### src/rtl/counter_nch_if.sv
// Register-window bus between the MIO decoder and counter_nch.
// Handshake: we is a one-cycle write strobe with no back-pressure; rdata is combinational from addr.
interface counter_nch_if #(
    parameter int AW = 4
);
    logic          we;
    logic [AW-1:0] addr;
    logic [31:0]   wdata;
    logic [31:0]   rdata;

    modport master (output we, addr, wdata, input rdata);
    modport slave  (input we, addr, wdata, output rdata);
endinterface

### src/rtl/counter_nch.sv
// N-channel programmable down-counter/timer with prescaler, reload, three modes and sticky done/irq.
// Defining COUNTER_CHAIN_EN adds CTRL bit4 CHAIN: channel k ticks on the expiry of channel k-1.
module counter_nch #(
    parameter int N_CH  = 4,
    parameter int CNT_W = 32,
    parameter int PRE_W = 8
) (
    input  logic            clk,
    input  logic            RSTN,
    counter_nch_if.slave    bus,
    output logic [N_CH-1:0] ch_out,
    output logic [N_CH-1:0] irq,
    output logic            irq_any
);
    localparam int CH_W = (N_CH > 1) ? $clog2(N_CH) : 1;
    localparam int AW   = CH_W + 2;

    localparam logic [1:0] REG_CTRL   = 2'd0;
    localparam logic [1:0] REG_LOAD   = 2'd1;
    localparam logic [1:0] REG_COUNT  = 2'd2;
    localparam logic [1:0] REG_STATUS = 2'd3;

    localparam logic [1:0] MODE_PERIODIC = 2'd1;
    localparam logic [1:0] MODE_SQUARE   = 2'd2;

    logic [CH_W-1:0] ch_idx;
    logic [1:0]      reg_idx;
    logic [31:0]     unused_wdata;

    assign ch_idx       = bus.addr[AW-1:2];
    assign reg_idx      = bus.addr[1:0];
    assign unused_wdata = bus.wdata;

    logic             en_q     [N_CH];
    logic [1:0]       mode_q   [N_CH];
    logic             irq_en_q [N_CH];
    logic [PRE_W-1:0] pre_q    [N_CH];
    logic [PRE_W-1:0] psc_q    [N_CH];
    logic [CNT_W-1:0] load_q   [N_CH];
    logic [CNT_W-1:0] count_q  [N_CH];
    logic             done_q   [N_CH];
    logic             out_q    [N_CH];
    logic             pulse_q  [N_CH];
`ifdef COUNTER_CHAIN_EN
    logic             chain_q  [N_CH];
    logic             exp_q    [N_CH];
`endif

    for (genvar k = 0; k < N_CH; k++) begin : g_ch
        logic sel;
        logic ctrl_wr;
        logic load_wr;
        logic stat_wr;
        logic chained;
        logic base_tick;
        logic tick;
        logic expire;
        logic oneshot;

        assign sel     = bus.we && (ch_idx == CH_W'(k));
        assign ctrl_wr = sel && (reg_idx == REG_CTRL);
        assign load_wr = sel && (reg_idx == REG_LOAD);
        assign stat_wr = sel && (reg_idx == REG_STATUS);
        // Mode 3 is reserved and behaves as one-shot.
        assign oneshot = (mode_q[k] != MODE_PERIODIC) && (mode_q[k] != MODE_SQUARE);

`ifdef COUNTER_CHAIN_EN
        if (k > 0) begin : g_link
            assign chained   = chain_q[k];
            assign base_tick = chain_q[k] ? exp_q[k-1] : (psc_q[k] == pre_q[k]);
        end else begin : g_head
            assign chained   = 1'b0;
            assign base_tick = (psc_q[k] == pre_q[k]);
        end
`else
        assign chained   = 1'b0;
        assign base_tick = (psc_q[k] == pre_q[k]);
`endif

        // A LOAD write or a disabling CTRL write swallows a coincident tick.
        assign tick   = en_q[k] && base_tick && !load_wr && !(ctrl_wr && !bus.wdata[0]);
        assign expire = tick && (count_q[k] <= CNT_W'(1));

        always_ff @(posedge clk or negedge RSTN) begin
            if (!RSTN) begin
                en_q[k]     <= 1'b0;
                mode_q[k]   <= 2'd0;
                irq_en_q[k] <= 1'b0;
                pre_q[k]    <= '0;
                psc_q[k]    <= '0;
                load_q[k]   <= '0;
                count_q[k]  <= '0;
                done_q[k]   <= 1'b0;
                out_q[k]    <= 1'b0;
                pulse_q[k]  <= 1'b0;
`ifdef COUNTER_CHAIN_EN
                chain_q[k]  <= 1'b0;
                exp_q[k]    <= 1'b0;
`endif
            end else begin
                if (ctrl_wr) begin
                    en_q[k]     <= bus.wdata[0];
                    mode_q[k]   <= bus.wdata[2:1];
                    irq_en_q[k] <= bus.wdata[3];
                    pre_q[k]    <= bus.wdata[8 +: PRE_W];
`ifdef COUNTER_CHAIN_EN
                    chain_q[k]  <= (k > 0) ? bus.wdata[4] : 1'b0;
`endif
                end
                if (expire && oneshot)
                    en_q[k] <= 1'b0;

                if (!en_q[k] || chained || (ctrl_wr && !bus.wdata[0]) || (psc_q[k] == pre_q[k]))
                    psc_q[k] <= '0;
                else
                    psc_q[k] <= psc_q[k] + 1'b1;

                if (load_wr) begin
                    load_q[k]  <= bus.wdata[CNT_W-1:0];
                    count_q[k] <= bus.wdata[CNT_W-1:0];
                end else if (expire) begin
                    count_q[k] <= oneshot ? '0 : load_q[k];
                end else if (tick) begin
                    count_q[k] <= count_q[k] - 1'b1;
                end

                if (expire)
                    done_q[k] <= 1'b1;
                else if (stat_wr && bus.wdata[0])
                    done_q[k] <= 1'b0;

                // pulse_q marks a level we raised for one cycle, so a square level survives mode changes.
                if (expire) begin
                    out_q[k]   <= (mode_q[k] == MODE_SQUARE) ? ~out_q[k] : 1'b1;
                    pulse_q[k] <= (mode_q[k] != MODE_SQUARE);
                end else if (pulse_q[k]) begin
                    out_q[k]   <= 1'b0;
                    pulse_q[k] <= 1'b0;
                end
`ifdef COUNTER_CHAIN_EN
                exp_q[k] <= expire;
`endif
            end
        end

        assign ch_out[k] = out_q[k];
        assign irq[k]    = done_q[k] & irq_en_q[k];
    end

    assign irq_any = |irq;

    always_comb begin
        bus.rdata = '0;
        if (int'(ch_idx) < N_CH) begin
            case (reg_idx)
                REG_CTRL: begin
                    bus.rdata[0]          = en_q[ch_idx];
                    bus.rdata[2:1]        = mode_q[ch_idx];
                    bus.rdata[3]          = irq_en_q[ch_idx];
`ifdef COUNTER_CHAIN_EN
                    bus.rdata[4]          = chain_q[ch_idx];
`endif
                    bus.rdata[8 +: PRE_W] = pre_q[ch_idx];
                end
                REG_LOAD:  bus.rdata[CNT_W-1:0] = load_q[ch_idx];
                REG_COUNT: bus.rdata[CNT_W-1:0] = count_q[ch_idx];
                default:   bus.rdata[0]         = done_q[ch_idx];
            endcase
        end
    end
endmodule
### src/flat_wrapper.sv
// flat-port wrapper written by rule: the top's interface ports become plain ports
module counter_nch_flat 
#(
    parameter int N_CH  = 4,
    parameter int CNT_W = 32,
    parameter int PRE_W = 8
)
  (clk, RSTN, ch_out, irq, irq_any, bus_we, bus_addr, bus_wdata, bus_rdata);
  counter_nch_if bus_i ();
  input  logic clk;
  input  logic RSTN;
  output logic [N_CH-1:0] ch_out;
  output logic [N_CH-1:0] irq;
  output logic irq_any;
  input wire logic [$bits(bus_i.we)-1:0] bus_we;
  input wire logic [$bits(bus_i.addr)-1:0] bus_addr;
  input wire logic [$bits(bus_i.wdata)-1:0] bus_wdata;
  output wire logic [$bits(bus_i.rdata)-1:0] bus_rdata;
  assign bus_i.we = bus_we;
  assign bus_i.addr = bus_addr;
  assign bus_i.wdata = bus_wdata;
  assign bus_rdata = bus_i.rdata;
  counter_nch #(.N_CH(N_CH), .CNT_W(CNT_W), .PRE_W(PRE_W)) u_core (.clk(clk), .RSTN(RSTN), .bus(bus_i), .ch_out(ch_out), .irq(irq), .irq_any(irq_any));
endmodule
### config.mk
export PLATFORM = sky130hd
export DESIGN_NAME = counter_nch_flat
export DESIGN_NICKNAME = d
export VERILOG_FILES = /design/src/rtl/counter_nch_if.sv /design/src/rtl/counter_nch.sv /design/src/flat_wrapper.sv
export SDC_FILE = /design/constraint.sdc
export NUM_CORES = 1
export LEC_CHECK = 0
export ABC_CLOCK_PERIOD_IN_PS = 4200
export CORE_MARGIN = 4
export CORE_UTILIZATION = 50
export DETAILED_ROUTE_END_ITERATION = 7
export DONT_BUFFER_PORTS = 1
export PLACE_DENSITY_LB_ADDON = 0.05
export SLEW_MARGIN = 20
export SYNTH_ARGS = -nofsm -noshare
export SYNTH_HDL_FRONTEND = slang
export SYNTH_SLANG_ARGS = --single-unit
### constraint.sdc
create_clock -name clk -period 4.2 [get_ports clk]
set_input_delay 0.84 -clock clk [delete_from_list [all_inputs] [get_ports clk]]
set_output_delay 0.84 -clock clk [all_outputs]
set_load 0.01 [all_outputs]
==> metrics.md <==
| Metric | Value |
|---|---|
| Final Cycle Share | `82.3%` |
| Clock transition at path regs | `60 ps` |
| RSZ-0062 raised after global routing | `false` |
| Ys Warns | `0` |
| Slowest stage cell, crit path | `or4_1` |
| Delay-heaviest family, CP | `simple AND/OR/NAND/NOR gates` |
| Routed wire length | `76300 um` |
| DR WL/cell | `27.9 um` |
| Ys async rst share | `100%` |
| Drt initial violations | `2575` |
| Final #Nets | `2236` |
| CTS Buf Count | `41` |
| Mux cell area share after synthesis | `9.94%` |
| Die width | `211 um` |
| Most frequent CP cell | `or4_1` |
| Main combinational cell family by area after synthesis | `simple AND/OR/NAND/NOR gates` |
| Share of the synthesized area in the top cell type | `42.4%` |
| Share of layout cells above drive strength 1 | `11.9%` |
| Relative slew slack | `32.5%` |
| Worst-margin pin slew | `1000 ps` |
| # DRC | `0` |
| Cell with the most instances after synthesis | `nand2_1` |
| Hold Fails Final Rpt | `8` |
| Area of the multi-input gates | `11200 um2` |
| DR pass1 iterations | `5` |
| Slew Limit Fails | `0` |
| CP Capture Type | `flip-flop` |
| # fillers | `3602` |
| Largest net degree at the start of global routing | `349` |
| Library cells used by synthesis | `79` |
| Synth area leaders | `dfrtp_1, nand2_1, mux4_2, xnor2_1, xor2_1` |
| Hold WS | `-36.6 ps` |
| WP data required | `4640 ps` |
| Failing checks | `negative hold slack` |
| TNS Setup | `0 ps` |
| First-pass GRT wire length | `114000 um` |
| Sequential share of the synthesized area | `42.4%` |
| Hold Crit Class | `in -> async` |
| PwrDens | `638 nW/um2` |
| Vias after detailed routing | `18000` |
| Clock root buffer | `clkbuf_16` |
| CP Max Fanout | `20` |
| Synth Area in Simple Gates | `22.8%` |
| Clk network pwr share | `25.7%` |
| Vias in the first global route | `17100` |
| # IOs | `80` |
| Worst Clk Skew | `22.5 ps` |
| Via-to-Cell Ratio | `6.59` |
| Synthesis-to-layout area growth | `9.57%` |
| Synth area leader | `dfrtp_1` |
| Worst setup SP type | `flip-flop` |
| Xor/xnor share of the synthesized area | `6.65%` |
| Initial antenna violation count | `3` |
| Worst IR drop on VDD | `0.417 mV` |
| Clk_lat worst skew | `590 ps` |
| Setup CP Type | `reg -> reg` |
| Cell internal pwr | `8.70 mW` |
| Post-DRT Antenna Nets | `0` |
| Synth Area in Compound Gates | `13.4%` |
| Mean Syn Cell Area | `9.24 um2` |
| Seq cells post-synth | `348` |
| Initial Util | `51.1%` |
| Reg power frac | `41.6%` |
| Placed instance area | `21100 um2` |
| Pleak | `9.92 nW` |
| Net Sw Frac | `39.4%` |
| Die Ht | `211 um` |
| Comb power frac | `32.7%` |
| CTS resizes | `0` |
| CP peak stage delay | `740 ps` |
| Synth Area in Adders | `1.28%` |
| Row count | `73` |
| Outcome | `finished, violations left` |
| Syn nets | `2282` |
| Setup bufs post-CTS | `0` |
| HPWL Detailed | `53000 um` |
| Mapped Area | `20500 um2` |
| # setup viols final | `0` |
| Total Die Area | `44400 um2` |
| Fmax | `0.289 GHz` |
| # clock sinks | `348` |
| WP buf/inv | `1` |
| Top cells by count, synth | `nand2_1, dfrtp_1, clkbuf_1, nor2_1, a21oi_1` |
| Critical-path cell list | `or4_1, or3_1, or4_1, or2_1, nand2b_1, buf_4, o21ai_0` |
| Total track usage | `34.0%` |
| Post-synth EDFFs | `0` |
| CTS tree | `done` |
| Data arrival, critical path | `3890 ps` |
| Total core area | `40200 um2` |
| Net switching power | `5.65 mW` |
| # Max-Cap Violations | `0` |
| Grt total ovfl | `0` |
| Clock buffer depth | `3` |
| Post-synthesis cell count | `2222` |
| H-tree depth | `2` |
| Gpl congestion | `0.974` |
| Synth Flop Type | `dfrtp_1` |
| Fin crit period | `3460 ps` |
| Register area | `8710 um2` |
| Buffers on Ports | `0` |
| Design Area, Final | `22500 um2` |
==> layout make-up <==
cell class,count,area share (%)
repair buffers,63,2.10
clock buffers,70,6.03
diodes,2,0.0222
inverters,29,0.484
multi-input cells,1693,49.6
clock inverters,5,0.128
well taps,525,2.92
flip-flops and latches,348,38.7
==> worst reg2reg max path: cells and delay by family (launching register included) <==
family / cells / cell delay (ps)
buffers and inverters: 1 / 270
AO/OA/AOI/OAI: 1 / 160
AND/OR/NAND/NOR: 5 / 2420
flip-flops: 1 / 460
==> final timing paths <==
path	start	endpoint	slack (ps)	cells after the start
min in group clk	bus_wdata[18]	u_core.load_q[50]	350	2
setup reg to reg	u_core.count_q[42]	u_core.count_q[59]	740	7
setup / recovery	u_core.count_q[42]	u_core.count_q[59]	740	7
hold reg to reg	u_core.load_q[67]	u_core.load_q[67]	500	2
hold / removal	RSTN	u_core.psc_q[19]	-40	0
max in group asynchronous	RSTN	u_core.load_q[125]	3610	0
==> per-layer routing <==
metal	GRT usage [%]	vias to the layer above	share of wire, %
met5	0	-	0
met4	13.2	0	4.2
met3	7.13	180	11
met2	49.0	1045	43
met1	50.6	8976	42
li1	-	7830	-
==> power by group through the flow <==
| stage | Sequential, mW | Clock, mW | Combinational (mW) |
|---|---|---|---|
| 2_1_floorplan | 5.21 | 0 | 3.56 |
| 3_3_place_gp | 5.89 | 0 | 4.53 |
| 3_5_place_dp | 5.92 | 0 | 4.61 |
| 4_1_cts | 5.87 | 3.71 | 4.63 |
| 5_1_grt | 6.07 | 3.84 | 5.11 |
| 6_report | 5.98 | 3.68 | 4.69 |
==> sequential cells by signal, summed over array words and instances, names as in the netlist <==
signal,cells
u_core.load_q,128
u_core.ch_out,4
u_core.pre_q,32
u_core.pulse_q,4
u_core.irq_en_q,4
u_core.done_q,4
u_core.en_q,4
u_core.count_q,128
u_core.mode_q,8
u_core.psc_q,32
==> layout by cell type (no fill, tap or decap), types with 31 or more instances in the layout <==
cell type	synthesis	routed
a22oi_1	33	33
dfrtp_1	348	348
xnor2_1	89	89
nand3_1	45	45
xor2_1	67	67
o211ai_1	57	57
nor2_1	112	112
a21oi_1	95	95
clkbuf_16	0	43
nand2_1	559	559
mux4_2	76	76
o21ai_0	79	79
nor4_1	36	36
a22o_1	31	31
buf_4	1	63
nor3_1	48	47
==> stage by stage <==
| stage | total power [mW] | setup slack [ps] | util [%] | hold slack, ps | std cells |
|---|---|---|---|---|---|
| floorplan | 8.78 | 455 | - | 454 | 2222 |
| detailed placement | 10.5 | 689 | 52.5 | 484 | 2658 |
| CTS | 14.2 | 765 | 56.0 | -52.2 | 2733 |
| finish | 14.4 | 744 | 56.0 | -36.6 | 2735 |
| global route | 15.0 | 627 | 56.0 | -47.9 | 2733 |
| global placement | 10.4 | 754 | 52.5 | 476 | 2658 |
==> logic make-up (layout without fill, tap and decap cells) <==
kind of cell / count (synthesis) / in the layout
compound gates: 410 / 410
xor+xnor: 156 / 156
fa+ha+maj: 21 / 21
buf+inv: 181 / 167
flops: 348 / 348
mux: 104 / 104
other cells: 0 / 2
simple gates: 1002 / 1002
No activity file was read; power rests on OpenSTA's default activity.
